[src/rtl/qbus_sync_slave.sv]
// qbus_sync_slave: clocked QBUS slave front end. Synchronizes the raw bus
// receiver lines, decodes an I/O-page register window and turns DATI, DATO
// and DATIO bus cycles into single-cycle strobes for a synchronous register
// file, driving DAL, DALtx and TRPLY back to the transceivers.
//
// state     | meaning
// ----------+-----------------------------------------------------------
// IDLE      | waiting for SYNC to rise; address is latched only here
// NOMATCH   | address not ours; stay silent until SYNC falls
// ADDR      | address matched; waiting for DIN or DOUT (or SYNC fall)
// RD_WAIT   | rd_strobe issued; capture rd_data, enable DAL transmitters
// RD_DRIVE  | data on DAL, assert RPLY until DIN is released
// WR_ACK    | wr_strobe issued; assert RPLY until DOUT is released
module qbus_sync_slave #(
  parameter logic [12:0] ADDR_BASE   = 13'o17760,
  parameter int          COUNT       = 4,
  parameter int          IDX_W       = 6,
  parameter int          SYNC_STAGES = 2
) (
  input  logic             clk,
  input  logic             reset,
  input  logic             RSYNC,
  input  logic             RDIN,
  input  logic             RDOUT,
  input  logic             RBS7,
  input  logic [21:0]      DAL_in,
  output logic [21:0]      DAL_out,
  output logic             DALtx,
  output logic             TRPLY,
  output logic [IDX_W-1:0] reg_index,
  output logic             rd_strobe,
  input  logic [15:0]      rd_data,
  output logic             wr_strobe,
  output logic [15:0]      wr_data
);

  localparam logic [2:0] IDLE     = 3'd0;
  localparam logic [2:0] NOMATCH  = 3'd1;
  localparam logic [2:0] ADDR     = 3'd2;
  localparam logic [2:0] RD_WAIT  = 3'd3;
  localparam logic [2:0] RD_DRIVE = 3'd4;
  localparam logic [2:0] WR_ACK   = 3'd5;

  localparam logic [11:0] COUNT_W = 12'(COUNT);

  // control bits packed as {BS7, DOUT, DIN, SYNC}
  logic [3:0]  ctl_sync [SYNC_STAGES];
  logic [15:0] dal_sync [SYNC_STAGES];
  logic [3:0]  ctl_lvl;
  logic [2:0]  ctl_prev;
  logic [2:0]  rise_q;
  logic        sync_fall_q;
  logic [15:0] dal_lvl;
  logic [11:0] off;
  logic        hit;
  logic [2:0]  state;
  logic [5:0]  unused_dal_hi;

  // Upper DAL lines carry nothing this slave decodes.
  assign unused_dal_hi = DAL_in[21:16];

  assign ctl_lvl = ctl_sync[SYNC_STAGES-1];
  assign dal_lvl = dal_sync[SYNC_STAGES-1];

  // Word offset into the window; wraps so addresses below the base miss.
  assign off = dal_lvl[12:1] - ADDR_BASE[12:1];
  assign hit = (off < COUNT_W) && !dal_lvl[0] && ctl_lvl[3];

  // Synchronizer chain for controls and DAL, plus registered edge pulses.
  always_ff @(posedge clk) begin
    if (reset) begin
      for (int i = 0; i < SYNC_STAGES; i++) begin
        ctl_sync[i] <= '0;
        dal_sync[i] <= '0;
      end
      ctl_prev    <= '0;
      rise_q      <= '0;
      sync_fall_q <= 1'b0;
    end else begin
      ctl_sync[0] <= {RBS7, RDOUT, RDIN, RSYNC};
      dal_sync[0] <= DAL_in[15:0];
      for (int i = 1; i < SYNC_STAGES; i++) begin
        ctl_sync[i] <= ctl_sync[i-1];
        dal_sync[i] <= dal_sync[i-1];
      end
      ctl_prev    <= ctl_lvl[2:0];
      rise_q      <= ctl_lvl[2:0] & ~ctl_prev;
      sync_fall_q <= ~ctl_lvl[0] & ctl_prev[0];
    end
  end

  // Bus-cycle sequencer; strobes default low so each lasts one cycle.
  always_ff @(posedge clk) begin
    if (reset) begin
      state     <= IDLE;
      DAL_out   <= '0;
      DALtx     <= 1'b0;
      TRPLY     <= 1'b0;
      reg_index <= '0;
      rd_strobe <= 1'b0;
      wr_strobe <= 1'b0;
      wr_data   <= '0;
    end else begin
      rd_strobe <= 1'b0;
      wr_strobe <= 1'b0;
      case (state)
        IDLE: begin
          if (rise_q[0]) begin
            if (hit) begin
              reg_index <= off[IDX_W-1:0];
              state     <= ADDR;
            end else begin
              state <= NOMATCH;
            end
          end
        end
        NOMATCH: begin
          if (sync_fall_q) state <= IDLE;
        end
        ADDR: begin
          if (sync_fall_q) begin
            state <= IDLE;
          end else if (rise_q[1]) begin
            rd_strobe <= 1'b1;
            state     <= RD_WAIT;
          end else if (rise_q[2]) begin
            wr_data   <= dal_lvl;
            wr_strobe <= 1'b1;
            state     <= WR_ACK;
          end
        end
        RD_WAIT: begin
          if (sync_fall_q) begin
            DALtx <= 1'b0;
            TRPLY <= 1'b0;
            state <= IDLE;
          end else begin
            DAL_out <= {6'b0, rd_data};
            DALtx   <= 1'b1;
            state   <= RD_DRIVE;
          end
        end
        RD_DRIVE: begin
          if (sync_fall_q) begin
            DALtx <= 1'b0;
            TRPLY <= 1'b0;
            state <= IDLE;
          end else if (!ctl_lvl[1]) begin
            DALtx <= 1'b0;
            TRPLY <= 1'b0;
            state <= ADDR;
          end else begin
            TRPLY <= 1'b1;
          end
        end
        WR_ACK: begin
          if (sync_fall_q) begin
            DALtx <= 1'b0;
            TRPLY <= 1'b0;
            state <= IDLE;
          end else if (!ctl_lvl[2]) begin
            TRPLY <= 1'b0;
            state <= ADDR;
          end else begin
            TRPLY <= 1'b1;
          end
        end
        default: state <= IDLE;
      endcase
    end
  end

endmodule
[config.mk]
export PLATFORM = sky130hd
export DESIGN_NAME = qbus_sync_slave
export DESIGN_NICKNAME = d
export VERILOG_FILES = /design/src/rtl/qbus_sync_slave.sv
export SDC_FILE = /design/constraint.sdc
export NUM_CORES = 1
export LEC_CHECK = 0
export CAP_MARGIN = 20
export CORE_ASPECT_RATIO = 0.7
export CORE_MARGIN = 5
export CORE_UTILIZATION = 40
export DETAILED_ROUTE_END_ITERATION = 10
export PLACE_DENSITY = 0.66
export SYNTH_ARGS = -nofsm -noshare
export SYNTH_HDL_FRONTEND = slang
export SYNTH_SLANG_ARGS = --single-unit
[constraint.sdc]
create_clock -name clk -period 1.9 [get_ports clk]
set_input_delay 0.38 -clock clk [delete_from_list [all_inputs] [get_ports clk]]
set_output_delay 0.38 -clock clk [all_outputs]
set_load 0.005 [all_outputs]
After elaboration in Yosys (flattened, before gate mapping). Memories as Yosys holds them, arrays and structs flattened. Cells that the tools add are included.

Equality and inequality tests: 12. Muxes and demuxes: 31. Bitwise operators: 11. Order comparisons: 1. Add/subtract/negate cells: 1. Reduce and logical (&&, ||, !) cells: 13.

Operator list (count): 16-bit 2-to-1 mux (2); 3-bit 2-to-1 mux (10); 3-bit one-hot mux with 6 select lines (1); 1-bit 2-to-1 mux (13); 12-bit by 3-bit < comparator with 1-bit output (second input constant) (1); 12-bit subtractor (second input constant) (1); 4-bit 2-to-1 mux (2); 2-bit inequality test (second input constant) (4); 3-bit by 2-bit equality test with 1-bit output (second input constant) (2); 3-bit equality test (second input constant) (2); 3-bit inequality test (second input constant) (2); 1-bit one-hot mux with 3 select lines (2); 3-bit AND reduction (2); 5-bit AND reduction (1); 4-bit inequality test (second input constant) (1); 1-bit NOT (4); 1-bit bitwise OR (4); 2-bit AND reduction (2); 4-bit AND reduction (1); 4-bit OR reduction (1); 3-bit AND (1); 3-bit by 1-bit equality test with 1-bit output (second input constant) (1); 3-bit logical NOT (1); 3-bit NOT (1); 6 further kinds (7).

Output and inout port bits: 48. RAM bits: 40. Bits in registers: 52. Logic and storage cells: 82. Memories: 2. Bits of input ports: 44.

Memories: dal_sync (words 2, bits a word 16, rd ports 2, clocked after Yosys merged registers in 0, write ports 2, line 48) `logic [15:0] dal_sync [SYNC_STAGES];`; ctl_sync (words 2, bits a word 4, rd ports 2, clocked after Yosys merged registers in 0, write ports 2, line 47) `logic [3:0] ctl_sync [SYNC_STAGES];`.

Longest topological paths before layout. An unclocked memory read counts as a cell.

Word-level depth: 8. Depth in mapped cells: 7. Depth with buffers taken out: 6.

Worst setup path before layout. No wires, ideal clock.

Path type: register to register. From: mem dal_sync[1][4], in the netlist dal_sync[0][20]. To: reg reg_index[0]. Stages on the path, launching flop included: 6. Slack: 0.253 ns. Period minus slack after synthesis: 1.647 ns. Arrival time: 1.575 ns. Cell sequence: dfxtp_1 > ha_1 > nor4_1 > o221ai_2 > nor3_4 > mux2i_1.

RTL lines: start: declaration (line 48); end signal: assignment (line 110) `reg_index <= off[IDX_W-1:0];`; end: declaration (line 30) `output logic [IDX_W-1:0] reg_index,`.

==> results by group <==
Finish
  – Number of nets at the end of the flow: about 440
  – Filler-free cell count of the finished design: 502
  – Post-synthesis to final-layout area growth: 38.0%
  – Share of the core filled with cells: between 50% and 60%
  – Final design area excluding fillers: roughly 4400 sq um
  – Share of final-layout standard cells stronger than drive strength 1: between 8 and 9%
  – Diodes inserted: 0

Power
  – Power Density: a little under 900 nW/um^2
  – Leakage: ~0.0017 uW
  – Maximum vdd drop: between 0.0004 and 0.0005 V
  – Final total power: ~3800 uW

Timing
  – Hold Fails Final Rpt: 0
  – Rel. slew slack: approximately three fifths
  – Final worst path period need: between 1.5 and 2 ns
  – Sum Neg Setup Slack: 0 ns
  – Number of failing setup endpoints in the final timing report: 0
  – Final cycle utilization of the critical path: slightly above 90%
  – Final slew viol count: 0
  – RSZ-0062 raised after global routing: no
  – Max Fclk: between 500 and 600 MHz
  – Transition at the pin with the smallest max-transition slack: around 0.58 ns
  – Maximum clock skew at final layout: ~0.0063 ns

CTS
  – Number of clock sinks: between 90 and 100
  – Worst-Skew Late Latency: roughly 0.34 ns
  – TritonCTS clock tree: built
  – Hold-fix buffer count after cts: 0
  – CTS H-tree lvls: 3
  – Worst-path clk slew: 0.07 ns
  – Root cell of the clock tree: sky130_fd_sc_hd__clkbuf_16
  – Inserted Clock Buffers: 9
  – Buffer levels on the longest clock path: 2

Global routing
  – Via count of the first global-routing pass: 2303
  – Global-route wire length before repair: about 11000 microns
  – Maximum number of pins on one net before global-route repair: 39
  – Antenna violations before repair: 0
  – Overflow after GRT: 0
  – Total global routing track utilization: 13.6%

Floorplan
  – Initial Util: around two fifths
  – Die outline area: roughly 9800 sq um
  – Floorplan Core Area: slightly below 8000 sq um
  – I/O pin count: 92
  – Height of the die: about 84 microns
  – Row cnt: 27
  – Die Wd: 116 microns

Synth
  – Avg Cell Area, Syn: between 10 and 15 sq um
  – Gate count of the mapped netlist: 312
  – Most frequent cell after synthesis: sky130_fd_sc_hd__dfxtp_1
  – Synthesized flop and latch total: 92
  – Adder and majority gate portion of the synthesized area: less than 1%
  – Top cells by area in the synthesized netlist: sky130_fd_sc_hd__dfxtp_1 (58%), sky130_fd_sc_hd__nor2b_1 (9.5%), sky130_fd_sc_hd__mux2i_1 (6.0%)
  – Ys flop type: sky130_fd_sc_hd__dfxtp_1
  – Sequential fraction of the synthesis area: 58.2%
  – Share of cell area taken by muxes after synthesis: about 6%
  – Count of cell types in the netlist: 37
  – Async set or reset register ratio after synthesis: 0%
  – Commonest cells post-synth: sky130_fd_sc_hd__dfxtp_1 (92), sky130_fd_sc_hd__nor2b_1 (48), sky130_fd_sc_hd__nand2_1 (38)
  – YS warnings: 0
  – Fraction of the mapped netlist area in compound gates: 7.08%
  – Xor and xnor area share after synthesis: less than 1%
  – Number of flops mapped to enable cells by yosys: 0
  – Post-synthesis instance area: approximately 3200 sq um
  – Portion of synthesized cell area occupied by the leading cell type: slightly below 60%
  – Cell taking the most area after synthesis: sky130_fd_sc_hd__dfxtp_1
  – Basic-gate share of the synthesized area counting and, or, nand and nor cells: 23.4%
  – Combinational family with the most area after synthesis: simple AND/OR/NAND/NOR gates

Placement
  – Routability Congestion: ~0.88
  – Standard cell area after detailed placement: approximately 4000 sq um
  – Number of input and output port buffers inserted: 79
  – Placed wire-length estimate: 4710 microns
  – Post-Place Cells: ~480

Route
  – Routed wire length: 6400 microns
  – Average wire per cell in the routed design: between 10 and 15 microns
  – Number of detailed-route iterations in the first pass: 7
  – DRC violations left: 0
  – Number of nets still failing antenna checks after routing: 0
  – Vias: 2290
  – Vias per Instance: approximately 4.6
  – Starting DRT DRC Count: 89

Min path
  – Kind of path behind the tightest hold check: register to register

Setup path
  – Required time of the critical path: roughly 2.1 ns
  – Crit path capture type: register
  – Sort of element at the start of the critical path: register
  – Crit path arrival time: ~2 ns
  – Crit-path max FO: 3
  – Critical path class: register to register

Flow run
  – Reported max-cap violation count: 0

Status
  – Status: finished, final reports clean
[logic make-up after synthesis]
group	Yosys count
adder cells (fa/ha/maj)	1
multiplexers	19
buffers and inverters	25
flip-flops	92
XOR/XNOR	3
AO/OA/AOI/OAI	34
AND/OR/NAND/NOR	137
other	1
[where the power goes]
group          internal (uW)  switching (uW)  total (uW)
sequential              1970            23.4        2000
combinational            111            67.2         178
clock                    895             729        1620
total                   2980             820        3800
[final timing paths]
check	start	endpoint	slack [ns]	cells after the start
max	dal_sync[0][21]$_SDFF_PP0_	state[0]$_SDFFE_PP0P_	0.13	5
max reg2reg	dal_sync[0][21]$_SDFF_PP0_	state[0]$_SDFFE_PP0P_	0.13	5
min	ctl_prev[2]$_SDFF_PP0_	rise_q[2]$_SDFF_PP0_	0.39	1
min reg2reg	ctl_prev[2]$_SDFF_PP0_	rise_q[2]$_SDFF_PP0_	0.39	1
[stage by stage]
stage	setup slack (ns)	hold WS (ns)
2_1_floorplan	0.253	0.367
3_5_place_dp	-0.0176	0.380
6_report	0.135	0.388
3_3_place_gp	0.105	0.372
4_1_cts	0.0304	0.389
5_1_grt	0.0604	0.401
[final cells by class]
| class | instances | area, sq um |
|---|---|---|
| sequential | 92 | 1840 |
| inverter | 4 | 15.0 |
| timing repair buffer | 89 | 886 |
| fill | 718 | 3400 |
| clock inverter | 6 | 46.3 |
| multi-input combinational | 200 | 1220 |
| tap | 101 | 126 |
| clock buffer | 10 | 229 |
[cell usage in the layout (no fill, tap or decap), types with 2 or more instances in the layout]
master and n:
sky130_fd_sc_hd__buf_12 2, sky130_fd_sc_hd__o21ai_0 5, sky130_fd_sc_hd__mux2i_1 19, sky130_fd_sc_hd__inv_6 2
sky130_fd_sc_hd__nand2_1 38, sky130_fd_sc_hd__inv_1 4, sky130_fd_sc_hd__nor2_1 24, sky130_fd_sc_hd__buf_4 8
sky130_fd_sc_hd__dfxtp_1 92, sky130_fd_sc_hd__clkbuf_16 9, sky130_fd_sc_hd__nor2b_1 48, sky130_fd_sc_hd__xor2_1 2
sky130_fd_sc_hd__conb_1 6, sky130_fd_sc_hd__clkdlybuf4s50_1 78, sky130_fd_sc_hd__nor3_1 4, sky130_fd_sc_hd__nor4_1 2
sky130_fd_sc_hd__nand2b_1 6, sky130_fd_sc_hd__a21oi_1 19, sky130_fd_sc_hd__clkinvlp_4 2, sky130_fd_sc_hd__nor3b_1 6
[per-layer routing]
layer | up-vias | routed length [microns] | track usage [%]
li1 | 1181 | - | -
met4 | 0 | 113 | 5.48
met5 | - | 0 | 0
met1 | 1007 | 3080 | 17.9
met2 | 87 | 2600 | 20.0
met3 | 15 | 612 | 5.12
[state kept, by name, indices dropped and copies added (netlist names)]
register,flops
DAL_out,16
DALtx,1
TRPLY,1
ctl_prev,3
ctl_sync,8
dal_sync,32
rd_strobe,1
reg_index,6
rise_q,3
state,3
sync_fall_q,1
wr_data,16
wr_strobe,1
[worst max-delay path, cell delays in order, from the launching register on]
cell                        delay, ns
sky130_fd_sc_hd__dfxtp_1         0.37
sky130_fd_sc_hd__ha_1            0.26
sky130_fd_sc_hd__nor4_2          0.30
sky130_fd_sc_hd__o221ai_2        0.19
sky130_fd_sc_hd__a2111oi_0       0.41
sky130_fd_sc_hd__a211oi_1        0.10
[timing repair]
action                     in CTS  in global routing
gates resized for setup         0                  1
setup buffers                   2                  0
gates cloned                    0                  0
pin swaps                       1                  0
setup endpoints to repair       2                  3
No activity file was read; power rests on OpenSTA's default activity.
